$ cat src/rtl/regfile_sequencer.sv
// Moore control sequencer for the Regfile / A / B / ALU / C datapath.
// Accepts one command per valid/ready handshake and retires it as a single register write.
`timescale 1ns/1ps
module regfile_sequencer #(
    parameter int unsigned WIDTH = 16
) (
    input  logic             clk,
    input  logic             reset_n,
    input  logic             cmd_valid,
    output logic             cmd_ready,
    input  logic [1:0]       cmd_op,
    input  logic [2:0]       cmd_rd,
    input  logic [2:0]       cmd_rn,
    input  logic [2:0]       cmd_rm,
    input  logic [WIDTH-1:0] cmd_imm,
    output logic             done,
    output logic [2:0]       readnum,
    output logic [2:0]       writenum,
    output logic             write,
    output logic             loada,
    output logic             loadb,
    output logic             loadc,
    output logic             asel,
    output logic             vsel,
    output logic [1:0]       alu_op,
    output logic [WIDTH-1:0] imm_out
);

    typedef enum logic [2:0] {
        S_IDLE, S_WIMM, S_LDA, S_LDB, S_EXEC, S_WRC, S_FIN
    } state_t;

    typedef enum logic [1:0] {
        OP_MOVI = 2'b00,
        OP_MOV  = 2'b01,
        OP_ADD  = 2'b10,
        OP_NOP  = 2'b11
    } op_t;

    state_t           r_state;
    op_t              r_op;
    logic [2:0]       r_rm;
    logic [WIDTH-1:0] r_imm;
    logic [2:0]       r_readnum;
    logic [2:0]       r_writenum;
    logic             r_ready;
    logic             r_done;
    logic             r_write;
    logic             r_loada;
    logic             r_loadb;
    logic             r_loadc;
    logic             r_asel;
    logic             r_vsel;

    logic             w_accept;
    state_t           w_next;
    logic [2:0]       w_rm;

    assign w_accept = cmd_valid & r_ready;
    // MOV enters LDB straight from IDLE, before the captured rm is visible.
    assign w_rm     = w_accept ? cmd_rm : r_rm;

    always_comb begin
        w_next = r_state;
        unique case (r_state)
            S_IDLE: begin
                if (w_accept) begin
                    unique case (op_t'(cmd_op))
                        OP_MOVI: w_next = S_WIMM;
                        OP_MOV:  w_next = S_LDB;
                        OP_ADD:  w_next = S_LDA;
                        OP_NOP:  w_next = S_FIN;
                        default: w_next = S_FIN;
                    endcase
                end
            end
            S_WIMM:  w_next = S_FIN;
            S_LDA:   w_next = S_LDB;
            S_LDB:   w_next = S_EXEC;
            S_EXEC:  w_next = S_WRC;
            S_WRC:   w_next = S_FIN;
            S_FIN:   w_next = S_IDLE;
            default: w_next = S_IDLE;
        endcase
    end

    // Outputs are registered against the state being entered, so they line up with r_state.
    always_ff @(posedge clk or negedge reset_n) begin
        if (!reset_n) begin
            r_state    <= S_IDLE;
            r_op       <= OP_NOP;
            r_rm       <= '0;
            r_imm      <= '0;
            r_readnum  <= '0;
            r_writenum <= '0;
            r_ready    <= 1'b0;
            r_done     <= 1'b0;
            r_write    <= 1'b0;
            r_loada    <= 1'b0;
            r_loadb    <= 1'b0;
            r_loadc    <= 1'b0;
            r_asel     <= 1'b0;
            r_vsel     <= 1'b0;
        end else begin
            r_state <= w_next;
            if (w_accept) begin
                r_op       <= op_t'(cmd_op);
                r_rm       <= cmd_rm;
                r_imm      <= cmd_imm;
                r_writenum <= cmd_rd;
            end
            if (w_next == S_LDA) begin
                r_readnum <= cmd_rn;
            end else if (w_next == S_LDB) begin
                r_readnum <= w_rm;
            end
            r_ready <= (w_next == S_IDLE);
            r_done  <= (w_next == S_FIN);
            r_write <= (w_next == S_WIMM) || (w_next == S_WRC);
            r_vsel  <= (w_next == S_WIMM);
            r_loada <= (w_next == S_LDA);
            r_loadb <= (w_next == S_LDB);
            r_loadc <= (w_next == S_EXEC);
            r_asel  <= (w_next == S_EXEC) && (r_op == OP_MOV);
        end
    end

    assign cmd_ready = r_ready;
    assign done      = r_done;
    assign readnum   = r_readnum;
    assign writenum  = r_writenum;
    assign write     = r_write;
    assign loada     = r_loada;
    assign loadb     = r_loadb;
    assign loadc     = r_loadc;
    assign asel      = r_asel;
    assign vsel      = r_vsel;
    assign alu_op    = '0;
    assign imm_out   = r_imm;

endmodule

$ cat config.mk
export PLATFORM = sky130hd
export DESIGN_NAME = regfile_sequencer
export DESIGN_NICKNAME = d
export VERILOG_FILES = /design/src/rtl/regfile_sequencer.sv
export SDC_FILE = /design/constraint.sdc
export NUM_CORES = 1
export LEC_CHECK = 0
export ABC_AREA = 1
export CORE_AREA = 2 2 66 68
export DETAILED_ROUTE_END_ITERATION = 16
export DIE_AREA = 0 0 68 70
export PLACE_DENSITY = 0.73
export SLEW_MARGIN = 20
export SYNTH_ARGS = -nofsm -noshare
export SYNTH_HDL_FRONTEND = slang
export SYNTH_SLANG_ARGS = --single-unit
$ cat constraint.sdc
create_clock -name clk -period 3.1 [get_ports clk]
set_clock_uncertainty 0.15 [all_clocks]
set_input_delay 0.465 -clock clk [delete_from_list [all_inputs] [get_ports clk]]
set_output_delay 0.465 -clock clk [all_outputs]
set_load 0.01 [all_outputs]
==> out/qor.json <==
{
  "status": "finished, final reports clean",
  "grt_use_total_pct": 15.85,
  "largest_net_degree_at_the_start_of_global_routing": 39,
  "grt_setup_unrepaired": "false",
  "reg2regPathDepth": 9,
  "syn2layout_area_growth_pct": 48.06,
  "grt_remaining_overflow": 0,
  "clock_tree.buffer_depth": 2,
  "worst_setup_path_endpoint": "readnum[2]",
  "cts-root-buf": "sky130_fd_sc_hd__clkbuf_8",
  "detailroute.via_count": 1289,
  "vias_per_cell": 4.476,
  "ir_drop_mv": 0.4742,
  "post_cts.resized_instances": 0,
  "drv.max_cap_violation_count": 0,
  "drtPass1Iterations": 5,
  "core_um2": 4144,
  "first_global_vias": 1291,
  "power.density_cell_area_nw_per_um2": 1046,
  "finalCritPeriodShare_pct": 60.17,
  "floorplan.rows": 24,
  "die_area_um2": 4760,
  "most_common_cell_after_layout_fill_and_taps_aside": "sky130_fd_sc_hd__nand2_1",
  "worst_slew_margin_pct": 43.92,
  "finalWeightedCongestion": 0.7908,
  "clock_latency_ns": 0.29,
  "syn_area_um2": 1578,
  "cts.sinks": 38,
  "finalSetupViolations": 0,
  "post_synth_and_or_nand_nor_area_fraction_pct": 31.72,
  "worstSetupPathType": "input pin to register",
  "post-dp-hpwl_um": 2388,
  "place.port_buffers": 59,
  "dpl_worst_slack_ns": 0.9074,
  "min-delay-path-class": "input pin to asynchronous set/reset pin",
  "design.final.nets": 265,
  "numCtsBuffers": 5,
  "cp.arrival_ns": 1.95,
  "grt_pass1_wl_um": 5706,
  "drive_gt1_share_pct": 13.98,
  "timing.critical_path.from": "cmd_valid",
  "synth.area.mux_share_pct": 0,
  "floorplan.io_pins": 62,
  "floorplan.die.height_um": 70,
  "maxClockFrequency_mhz": 536.2,
  "timing_max_transition_violations_final": 0,
  "clk_transition_reported_paths_ns": 0.08,
  "ys_async_sr_fraction_pct": 100.0,
  "dieWidth_um": 68,
  "worst_slack_ns": 1.235,
  "largest_driver_fanout_on_the_critical_path": 24,
  "number_of_different_library_cells_in_the_post_synthesis_netlist": 25,
  "seq_area_frac_synth_pct": 60.43,
  "r2r_slack_ns": 1.45,
  "yosys_warnings": 0,
  "yosys_register_bits": 38,
  "final.setup.tns_ns": 0,
  "tritoncts": "built",
  "yosys.area_share.xor_xnor_pct": 0,
  "most_used_cells_in_the_layout_excluding_fill_and_tap_cells": "sky130_fd_sc_hd__nand2_1 (86), sky130_fd_sc_hd__clkdlybuf4s50_1 (58), sky130_fd_sc_hd__dfrtp_1 (36), sky130_fd_sc_hd__inv_1 (6)",
  "finalHoldWorstSlack_ns": 0.1249,
  "post_synth_edffs": 0,
  "htreeDepth": 2,
  "finalWorstPathRequiredPeriod_ns": 1.865,
  "synth_compound_gate_area_share_pct": 1.983,
  "synth_top_family_by_area": "simple AND/OR/NAND/NOR gates",
  "synth_top_flop_cell": "sky130_fd_sc_hd__dfrtp_1",
  "drt_wl_total_um": 3360,
  "final.fill_count": 374,
  "antenna-diode-count": 0,
  "power.leakage_uw": 0.001152,
  "wp_data_required_ns": 3.18,
  "worst_setup_path_start_kind": "input pin",
  "grt_antenna_before_repair": 0,
  "worst_setup_path_end_kind": "register",
  "cts_setup_buffers": 0,
  "worst_r2r_endpoint": "readnum[2]",
  "rr_startpoint": "cmd_ready",
  "synthAdderAreaFrac_pct": 0,
  "antenna_violating_nets_post_route": 0,
  "timing_hold_violations_final": 0,
  "worstMarginPinSlew_ns": 0.8412,
  "postSynthAreaPerCell_um2": 9.068,
  "total_power_uw": 2443,
  "cts_hold_buf": 0,
  "post_synth_inst_count": 174,
  "routed_wire_length_per_instance_um": 11.67,
  "drtIter0Drc": 65,
  "start_util_pct": 38.07,
  "post-route-drc-count": 0
}
[critical path, cell delays in order]
cell and delay [ns]:
sky130_fd_sc_hd__clkdlybuf4s50_1 0.47, sky130_fd_sc_hd__nand2_2 0.08, sky130_fd_sc_hd__buf_4 0.22, sky130_fd_sc_hd__nand2_1 0.10, sky130_fd_sc_hd__nand3_2 0.07, sky130_fd_sc_hd__nand2_2 0.21, sky130_fd_sc_hd__nand3_2 0.15, sky130_fd_sc_hd__nand2_1 0.08
sky130_fd_sc_hd__nand2_1 0.05, sky130_fd_sc_hd__nand2_1 0.05
[how the worst min path moves through the flow]
stage / from / end / slack (ns) / cells past startpoint
final: reset_n / loadc / 0.12 / 1
after global routing: reset_n / imm_out[15] / 0.18 / 1
after CTS: reset_n / r_rm[2] / 0.15 / 1
after detailed placement: r_op[0] / r_op[0] / 0.31 / 2
after global placement: r_op[0] / r_op[0] / 0.31 / 2
after floorplan: reset_n / asel / 0.02 / 0
[state kept, by name, summed over array words and instances, names as in the netlist, 2 cells and up]
| name | flops |
|---|---|
| readnum | 3 |
| imm_out | 16 |
| r_op | 2 |
| r_state | 3 |
| writenum | 3 |
| r_rm | 3 |
[synthesized netlist by cell type, types with 2 or more instances]
library cell               number  area, um2
sky130_fd_sc_hd__o21ai_0        3      15.01
sky130_fd_sc_hd__nand3_2        3      30.03
sky130_fd_sc_hd__or2_2          3      18.77
sky130_fd_sc_hd__inv_1          6      22.52
sky130_fd_sc_hd__clkbuf_1       4      15.01
sky130_fd_sc_hd__buf_4          2      15.01
sky130_fd_sc_hd__nand2_1       86      322.8
sky130_fd_sc_hd__nand2_2        3      18.77
sky130_fd_sc_hd__dfrtp_1       36      900.9
sky130_fd_sc_hd__inv_2          5      18.77
sky130_fd_sc_hd__nand3_1        3      15.01
sky130_fd_sc_hd__nor3_1         2      10.01
sky130_fd_sc_hd__dfstp_2        2      52.55
sky130_fd_sc_hd__nor2_1         5      18.77
[cells by family (layout without fill, tap and decap cells)]
group,after synthesis,after routing
buffers and inverters,19,80
AO/OA/AOI/OAI,5,5
flip-flops,38,38
AND/OR/NAND/NOR,111,111
other,1,2
[stage by stage]
| stage | cell area, um2 | util, % | instances |
|---|---|---|---|
| after CTS | 2336 | 56.37 | 288 |
| after global placement | 2198 | 53.05 | 280 |
| final | 2336 | 56.37 | 288 |
| after detailed placement | 2198 | 53.05 | 280 |
| after global routing | 2336 | 56.37 | 288 |
| after floorplan | 1582 | - | 175 |
[routing by layer]
layer | wire length (um) | global-route usage (%) | vias to the layer above | part of all wire (%)
met2 | 1673 | 24.70 | 35 | 50
met4 | 35 | 5.333 | 0 | 1.0
met3 | 153 | 4.992 | 4 | 4.6
met5 | 0 | 0 | - | 0
li1 | - | - | 642 | -
met1 | 1497 | 20.66 | 608 | 45
[layout make-up]
cell class	instances	area, um2	share of cell area, %
Sequential cell	38	953.4	40.81
Timing Repair Buffer	60	593.1	25.39
Multi-Input combinational cell	118	539.3	23.09
Clock buffer	5	68.82	2.946
Clock inverter	3	68.82	2.946
Tap cell	52	65.06	2.785
Inverter	12	47.55	2.035
[power by group]
| group | leakage [uW] | internal, uW | switching (uW) |
|---|---|---|---|
| logic | 0.000614 | 539 | 529 |
| registers | 0.000470 | 739 | 133 |
| clock network | 0.0000683 | 322 | 181 |
| total | 0.00115 | 1600 | 842 |
Note: power is estimated with default switching activity, not from simulation.
